==> src/rtl/seg_scan_display_pkg.sv <==
// Shared constants for the multiplexed 7-segment scanner: segment patterns,
// idle pin levels and default scan timing.
package seg_scan_display_pkg;

  localparam int SCAN_DIV_DEFAULT   = 100000;
  localparam int GAP_CYCLES_DEFAULT = 1000;

  localparam logic [7:0] SEG_OFF = 8'hFF;
  localparam logic [3:0] AN_OFF  = 4'hF;

  // Active-low {dp,g,f,e,d,c,b,a}; dp bit left set so the pattern alone is dp-off.
  localparam logic [7:0] SEG_PATTERN [16] = '{
    8'hC0, 8'hF9, 8'hA4, 8'hB0, 8'h99, 8'h92, 8'h82, 8'hF8,
    8'h80, 8'h90, 8'h88, 8'h83, 8'hC6, 8'hA1, 8'h86, 8'h8E
  };

endpackage

==> src/rtl/seg_hex_decode.sv <==
// Combinational hex nibble to active-low 7-segment pattern {g,f,e,d,c,b,a}.
module seg_hex_decode
  import seg_scan_display_pkg::*;
(
  input  logic [3:0] hexIn,
  output logic [6:0] segOut
);

  always_comb begin
    segOut = SEG_PATTERN[hexIn][6:0];
  end

endmodule

==> src/rtl/seg_scan_display.sv <==
// Four-digit multiplexed 7-segment scanner with per-slot blanking gap and
// frame-synchronous (tear-free) update of the displayed value.
module seg_scan_display
  import seg_scan_display_pkg::*;
#(
  parameter int SCAN_DIV   = SCAN_DIV_DEFAULT,
  parameter int GAP_CYCLES = GAP_CYCLES_DEFAULT
)
(
  input  logic        CLK,
  input  logic        Reset,
  input  logic [15:0] DataIn,
  input  logic [3:0]  DpIn,
  input  logic [3:0]  BlankIn,
  input  logic        Load,
  output logic [3:0]  AN,
  output logic [7:0]  SEG,
  output logic        FrameTick
);

  localparam int CNT_W = (SCAN_DIV > 1) ? $clog2(SCAN_DIV) : 1;
  localparam logic [CNT_W-1:0] CNT_LAST = CNT_W'(SCAN_DIV - 1);
  localparam logic [CNT_W-1:0] CNT_GAP  = CNT_W'(GAP_CYCLES);

  logic [CNT_W-1:0] cnt;
  logic [1:0]       idx;

  logic [15:0] pendData, actData;
  logic [3:0]  pendDp, actDp;
  logic [3:0]  pendBlank, actBlank;

  logic        slotEnd;
  logic        frameEnd;
  logic        inGap;
  logic [3:0]  nibble;
  logic [6:0]  segDec;
  logic [3:0]  anNext;
  logic [7:0]  segNext;

  seg_hex_decode uDecode (
    .hexIn  (nibble),
    .segOut (segDec)
  );

  always_comb begin
    slotEnd  = (cnt == CNT_LAST);
    frameEnd = slotEnd && (idx == 2'd3);
    inGap    = (cnt < CNT_GAP);
    nibble   = actData[{idx, 2'b00} +: 4];

    anNext  = AN_OFF;
    segNext = SEG_OFF;
    // A blanked digit keeps its anode off and its cathodes dark for the whole slot.
    if (!inGap && !actBlank[idx]) begin
      anNext  = ~(4'b0001 << idx);
      segNext = {~actDp[idx], segDec};
    end
  end

  // Stage boundary: (cnt, idx, active) -> registered pins, one cycle later.
  always_ff @(posedge CLK) begin
    if (!Reset) begin
      cnt       <= '0;
      idx       <= 2'd0;
      pendData  <= 16'h0000;
      pendDp    <= 4'h0;
      pendBlank <= 4'hF;
      actData   <= 16'h0000;
      actDp     <= 4'h0;
      actBlank  <= 4'hF;
      AN        <= AN_OFF;
      SEG       <= SEG_OFF;
      FrameTick <= 1'b0;
    end else begin
      cnt <= slotEnd ? '0 : cnt + CNT_W'(1);
      if (slotEnd) idx <= idx + 2'd1;

      if (Load) begin
        pendData  <= DataIn;
        pendDp    <= DpIn;
        pendBlank <= BlankIn;
      end

      // A Load landing on the boundary itself goes straight to the display.
      if (frameEnd) begin
        if (Load) begin
          actData  <= DataIn;
          actDp    <= DpIn;
          actBlank <= BlankIn;
        end else begin
          actData  <= pendData;
          actDp    <= pendDp;
          actBlank <= pendBlank;
        end
      end

      AN        <= anNext;
      SEG       <= segNext;
      FrameTick <= frameEnd;
    end
  end

endmodule

==> config.mk <==
export PLATFORM = sky130hd
export DESIGN_NAME = seg_scan_display
export DESIGN_NICKNAME = d
export VERILOG_FILES = /design/src/rtl/seg_scan_display_pkg.sv /design/src/rtl/seg_hex_decode.sv /design/src/rtl/seg_scan_display.sv
export SDC_FILE = /design/constraint.sdc
export NUM_CORES = 1
export LEC_CHECK = 0
export ABC_CLOCK_PERIOD_IN_PS = 2270
export BUFFER_PORTS_ARGS = -buffer_cell sky130_fd_sc_hd__clkbuf_2
export CAP_MARGIN = 20
export CELL_PAD_IN_SITES_DETAIL_PLACEMENT = 0
export CELL_PAD_IN_SITES_GLOBAL_PLACEMENT = 1
export CORE_MARGIN = 2
export CORE_UTILIZATION = 45
export DETAILED_ROUTE_END_ITERATION = 7
export GPL_TIMING_DRIVEN = 0
export PLACE_DENSITY_LB_ADDON = 0.1
export SYNTH_ARGS = -nofsm -noshare
export SYNTH_HDL_FRONTEND = slang
export SYNTH_SLANG_ARGS = --single-unit
export TNS_END_PERCENT = 30
==> constraint.sdc <==
create_clock -name CLK -period 2.27 [get_ports CLK]
set_clock_uncertainty 0.15 [all_clocks]
set_input_delay 0.1135 -clock CLK [delete_from_list [all_inputs] [get_ports CLK]]
set_output_delay 0.1135 -clock CLK [all_outputs]
set_load 0.01 [all_outputs]
==> run metrics, run 1 <==
Clock Tree Buf Depth 2; Final period util 0.958; root buf cell clkbuf_8; WL/cell about 14 um; worst skew pair latency ~350 ps; CTS tree yes; clock slew at reported path FFs about 90 ps; Final ANT Viol Nets 0; Mapped Cells approximately 330; Post-Layout Inst Area approximately 0.0043 mm^2; Die X approximately 93 um; first-pass GRT wire length roughly 12 mm; final setup vio count 0; layout cells sized above 1 0.256; synthesized area approximately 0.0036 mm^2; max_cap viols 0; CORE AREA just under 0.008 mm^2; die area around 0.0086 mm^2; CTS Buf Count 9; Req. time, crit path roughly 2400 ps; part of the power in registers 0.562; syn nets between 300 and 400; max_slew headroom 0.626; P_sw 0.628 mW; Int Pwr between 1.5 and 2 mW; Final nets 440; # clock sinks 80; Gate power share 0.057; library cells used by synthesis 41; GPL Wtd Cong around 0.77; H-Tree Depth 3; minimum clock period about 2200 ps; DP Area between 0.003 and 0.004 mm^2; Routed WL between 7 and 8 mm; endpoint class of the critical path register; initial core utilization 0.463; slowest stage delay, CP ~600 ps; CP startpoint kind register; Synth Flop Type dfxtp_1; status complete, no violations; IO buf count 38; clock power share 0.381; Area Overhead vs Synth 21.4%; switch share 0.245; die height around 93 um; initial drt markers 75; sequential area share after synthesis 0.450; Max Fclk 460 MHz; Crit Path Max Fanout 9; synth warn 0; FF-to-FF setup slack between 90 and 100 ps; fin cells between 500 and 600; Synth Area per Inst ~11 um^2; WP data arrival around 2300 ps; Congestion Overflow GR 0; Hold Crit Class input pin to register; Boundary Pins 40; vias in the first global route 2,547; # placed instances around 470; Fin Hold WS approximately 28 ps; crit path cell chain buf_6 > mux4_2 > inv_1 > ha_1 > o211a_1 > o21ai_0; drt pass-1 iters 4; Seq cells post-synth 80; num rows 32; crit path buf inv count 2; leakage power between 1.5 and 2 nW; GRT Util Overall 0.180; CP top delay family multiplexers; antenna violations before repair 0; Avg Vias per Cell around 5.0; async set or reset register ratio after synthesis 0; RSZ-0062 raised after global routing no; Fillers 683; number of synthesized flops with an enable pin 0; Slew @ Worst Pin around 560 ps; Cell Pwr Density around 600 mW/mm^2; largest net degree at the start of global routing 15; Final Hold Violating Endpoints 0; via count 2,532; Max Slew Vio Count 0; CP Class register to register; dpl hpwl 4.75 mm; # diodes 0; slowest stage cell, crit path mux4_2; DRC viols 0; VDD IR max between 0.0002 and 0.0003 V
[state kept, by name, summed over array words and instances (netlist names)]
register and count:
SEG 8, actData 16, actDp 4, AN 4
pendBlank 4, pendData 16, actBlank 4, pendDp 4
cnt 17, FrameTick 1, idx 2
[synthesized netlist by cell type, types with 2 or more instances]
| cell | instances | share of area |
|---|---|---|
| and2_1 | 22 | 0.039 |
| xor2_1 | 16 | 0.039 |
| o221ai_1 | 3 | 0.0074 |
| mux2_4 | 20 | 0.084 |
| buf_2 | 7 | 0.0098 |
| inv_1 | 6 | 0.0063 |
| and3b_1 | 2 | 0.0049 |
| ha_1 | 11 | 0.039 |
| o21ai_0 | 5 | 0.0070 |
| mux4_2 | 6 | 0.038 |
| nand3_1 | 9 | 0.013 |
| dfxtp_1 | 80 | 0.45 |
| nor3_1 | 2 | 0.0028 |
| or3_1 | 2 | 0.0035 |
| nand4_1 | 9 | 0.016 |
| mux2_2 | 5 | 0.016 |
| and4_1 | 4 | 0.0098 |
| a21oi_1 | 4 | 0.0056 |
| mux2i_1 | 30 | 0.084 |
| nor2_1 | 38 | 0.040 |
| o211ai_1 | 2 | 0.0042 |
| clkbuf_1 | 6 | 0.0063 |
| nand2b_1 | 5 | 0.0088 |
| buf_6 | 2 | 0.0063 |
| nand2_1 | 15 | 0.016 |
[power by group through the flow]
stage	Clock, mW	Combinational, mW	Sequential [mW]
global route	1.07	0.164	1.45
floorplan	0	0.0717	1.47
CTS	0.998	0.148	1.44
global placement	0	0.113	1.47
finish	0.979	0.146	1.44
detailed placement	0	0.115	1.47
[final cells by class]
class | instances | area [um^2] | share of cell area
Buffer | 17 | 98.8 | 0.0229
Clock buffer | 10 | 138 | 0.0318
Clock inverter | 6 | 42.5 | 0.00984
Inverter | 7 | 26.3 | 0.00608
Multi-Input combinational cell | 223 | 1840 | 0.426
Sequential cell | 80 | 1600 | 0.371
Tap cell | 102 | 128 | 0.0295
Timing Repair Buffer | 64 | 445 | 0.103
[cells in the final DEF (no fill, tap or decap), types with 6 or more instances in the layout]
master         instances
mux2i_1               30
nand4_1                9
clkbuf_2              39
xor2_1                16
clkbuf_1               6
and2_1                22
mux2_4                20
clkbuf_8              10
nand2_1               15
mux4_2                 6
nand3_1                9
nor2_1                38
ha_1                  11
dfxtp_1               80
buf_2                  6
dlygate4sd3_1         24
inv_1                  6
[stage by stage]
stage                     worst slack [ps]   util  TNS [ps]  total power [mW]
after global placement               -52.3  0.504     -52.3              1.59
after CTS                             44.8  0.559         0              2.59
final                                 94.8  0.562         0              2.57
after global routing                  4.90  0.562         0              2.68
after detailed placement             -36.8  0.504     -36.8              1.59
after floorplan                        181      -         0              1.54
[cells by family (layout without fill, tap and decap cells)]
logic type,after synthesis,after routing,synth area share
flops,80,80,0.450
simple gates,114,114,0.174
compound gates,20,20,0.0394
fa+ha+maj,11,11,0.0387
mux,61,61,0.223
buf+inv,24,104,0.0334
xor+xnor,17,17,0.0418
[final timing paths]
path                            depth (start not counted)           end   start
worst max-delay path                                    6        SEG[3]  idx[0]
worst min-delay path                                    3  pendData[15]   Reset
worst max register to register                          6        SEG[3]  idx[0]
worst min register to register                          1        cnt[0]  cnt[0]
[worst reg2reg max path, stage by stage (launching register included)]
cell	delay [ps]
dfxtp_1	380
buf_6	180
mux4_2	600
inv_1	170
ha_1	270
o211a_1	230
o21ai_0	120
[metal layers]
layer / global-route usage / part of all wire / vias to the layer above
met3: 0.0342 / 0.025 / 10
met5: 0 / 0 / -
met4: 0.0735 / 0.015 / 0
met1: 0.235 / 0.50 / 1197
li1: - / - / 1287
met2: 0.292 / 0.46 / 38
[what timing repair did]
action | in CTS | in global routing
hold buffers | 24 | 0
gates resized for setup | 1 | 2
setup buffers | 0 | 2
endpoints found under the hold margin | 27 | 0
endpoints found under the setup margin | 1 | 12
No activity file was read; power rests on OpenSTA's default activity.
==> run 2, diff against run 1 <==
--- a/config.mk
+++ b/config.mk
@@ -5,13 +5,13 @@
 export SDC_FILE = /design/constraint.sdc
 export NUM_CORES = 1
 export LEC_CHECK = 0
-export ABC_CLOCK_PERIOD_IN_PS = 2270
+export ABC_CLOCK_PERIOD_IN_PS = 2600
 export BUFFER_PORTS_ARGS = -buffer_cell sky130_fd_sc_hd__clkbuf_2
 export CAP_MARGIN = 20
 export CELL_PAD_IN_SITES_DETAIL_PLACEMENT = 0
 export CELL_PAD_IN_SITES_GLOBAL_PLACEMENT = 1
 export CORE_MARGIN = 2
-export CORE_UTILIZATION = 45
+export CORE_UTILIZATION = 49
 export DETAILED_ROUTE_END_ITERATION = 7
 export GPL_TIMING_DRIVEN = 0
 export PLACE_DENSITY_LB_ADDON = 0.1
==> constraint.sdc (replaced) <==
create_clock -name CLK -period 2.6 [get_ports CLK]
set_clock_uncertainty 0.15 [all_clocks]
set_input_delay 0.13 -clock CLK [delete_from_list [all_inputs] [get_ports CLK]]
set_output_delay 0.13 -clock CLK [all_outputs]
set_load 0.01 [all_outputs]
==> run 2 against run 1 <==
Cell count decreased by 0.98%; sequential power shrank 13%; global-route usage increased by 0.59 points; power fell by 9.7%; die area decreased by 7.8%; clock-buffer cell count up 1; via count is 0.51% lower; register-to-register slack gained 220 ps; critical path depth did not move; routed wire length decreased by 4.7%; highest routed layer unchanged.
==> run metrics, run 2 (same netlist as run 1, synthesis figures left out) <==
setup TNS 0 ps (unchanged); minimum clock period 2280 ps (+109 ps); antenna violations before repair 0 (unchanged); vias in the first global route 2,412 (-5.3%); initial drt markers 56 (-25%); IO buf count 38 (unchanged); layout cells sized above 1 0.247 (-0.00861); commonest non-fill, non-tap cell in the layout dfxtp_1; RSZ-0062 raised after global routing no; num rows 31 (-3.1%); CP Class register to register; initial core utilization 0.499 (+0.0357); met1 wire length 3.42 mm (-5.1%); Routed WL 6.82 mm (-4.7%); worst skew pair latency 350 ps (about the same); Clock Tree Buf Depth 2 (unchanged); drt pass-1 iters 4 (unchanged); Hold Crit Class input pin to register; first-pass GRT wire length 11.2 mm (-7.0%); Largest regs cnt x17, actData x16, pendData x16; via count 2,519 (-0.51%); met3 WL 199 um (+9.9%); Post-CTS Setup Bufs 0 (unchanged); Fillers 651 (-4.7%); Req. time, crit path 2730 ps (+320 ps); part of the power in registers 0.543 (-0.019); Largest register FFs 17 (unchanged); dpl hpwl 4.73 mm (-0.44%); met2 wire length 3.09 mm (-5.3%); Max Slew Vio Count 0 (unchanged); hold_buf cts 24 (unchanged); DP Area 0.00387 mm^2 (about the same); H-Tree Depth 3 (unchanged); leakage power 1.88 nW (about the same); Crit Path Max Fanout 9 (unchanged); worst slack at placement 289 ps (+326 ps); switch share 0.226 (-0.0184); CTS Buf Count 9 (unchanged); Area Overhead vs Synth 21.3% (about the same); GPL Wtd Cong 0.801 (+4.3%); slowest stage delay, CP 630 ps (+30 ps); Avg Vias per Cell 5.00 (+0.47%); Final nets 438 (-0.45%); max_cap viols 0 (unchanged); Int Pwr 1.79 mW (-7.5%); CTS tree yes; root buf cell clkbuf_8; Boundary Pins 40 (unchanged); Congestion Overflow GR 0 (unchanged); largest net degree at the start of global routing 15 (unchanged); Util after Layout 0.605 (+0.0428); most frequent cells in the layout dfxtp_1 (80), clkbuf_2 (39), nor2_1 (38); Gate power share 0.054 (-0.003); DRC viols 0 (unchanged); CORE AREA 0.00714 mm^2 (-7.2%); clock power share 0.403 (+0.022); Slew @ Worst Pin 534 ps (-27.4 ps); total power 2.32 mW (-9.7%); WL/cell 13.5 um (-3.8%); # diodes 0 (unchanged); crit path cell chain buf_2 > mux4_2 > inv_1 > ha_1 > o211a_1 > o21ai_0; die height 89.2 um (-4.0%); Post-Layout Inst Area 0.00432 mm^2 (about the same); final setup margin 316 ps (+221 ps); Final Hold Violating Endpoints 0 (unchanged); slowest stage cell, crit path mux4_2; storage element area 0.00160 mm^2 (unchanged); endpoint class of the critical path register; CP top delay family multiplexers; Final period util 0.879 (-0.0796); crit path buf inv count 2 (unchanged); P_sw 0.525 mW (-16%); die area 0.00796 mm^2 (-7.8%); Max Fclk 438 MHz (-4.8%); CP startpoint kind register; DR top layer met4; clock slew at reported path FFs 90 ps (about the same); VDD IR max 0.000293 V (+12%); max_slew headroom 0.644 (+0.0182); CTS resizes 0 (-1); # clock sinks 80 (unchanged); Die X 89.2 um (-4.0%); WP data arrival 2410 ps (+100 ps); Final ANT Viol Nets 0 (unchanged); Cell Pwr Density 537 mW/mm^2 (-9.6%); Biggest register cnt; final setup vio count 0 (unchanged); GRT Util Overall 0.186 (+0.00591); area of the multi-input gates 0.00184 mm^2 (-0.20%); status complete, no violations
[run 2: worst paths after layout]
| kind | startpoint | endpoint | slack (ps) | depth (start not counted) |
|---|---|---|---|---|
| min reg2reg | cnt[0] | cnt[0] | 310 | 1 |
| max reg2reg | idx[0] | SEG[3] | 320 | 6 |
| max | idx[0] | SEG[3] | 320 | 6 |
| min | Reset | pendDp[3] | 80 | 3 |
[run 2: area by class of cell]
| cell class | instances | area share |
|---|---|---|
| clock inverters | 5 | 0.0148 |
| well taps | 99 | 0.0287 |
| inverters | 7 | 0.00609 |
| clock buffers | 11 | 0.0327 |
| repair buffers | 62 | 0.0997 |
| multi-input cells | 223 | 0.426 |
| flip-flops and latches | 80 | 0.371 |
| plain buffers | 17 | 0.0214 |
[run 2: power groups by stage]
stage	Clock, mW	Combinational [mW]	Sequential [mW]
6_report	0.934	0.125	1.26
3_3_place_gp	0	0.0977	1.29
5_1_grt	1.01	0.141	1.26
4_1_cts	0.959	0.128	1.26
3_5_place_dp	0	0.0995	1.29
2_1_floorplan	0	0.0626	1.29
[run 2: stage by stage]
| stage | hold WS (ps) | std cells |
|---|---|---|
| after floorplan | 128 | 327 |
| after global placement | 228 | 464 |
| after detailed placement | 240 | 464 |
| after CTS | 81.4 | 504 |
| after global routing | 96.8 | 504 |
| final | 75.5 | 504 |
[run 2: worst reg2reg max path, cell delays in order, from the launching register on]
cell and delay [ps]:
dfxtp_1 350, buf_2 290, mux4_2 640, inv_1 170, ha_1 280, o211a_1 230
o21ai_0 130
[run 2: layer usage]
layer / GRT usage / vias up
met1: 0.243 / 1183
met3: 0.0443 / 9
met2: 0.300 / 40
met5: 0 / -
met4: 0.0665 / 0
li1: - / 1287
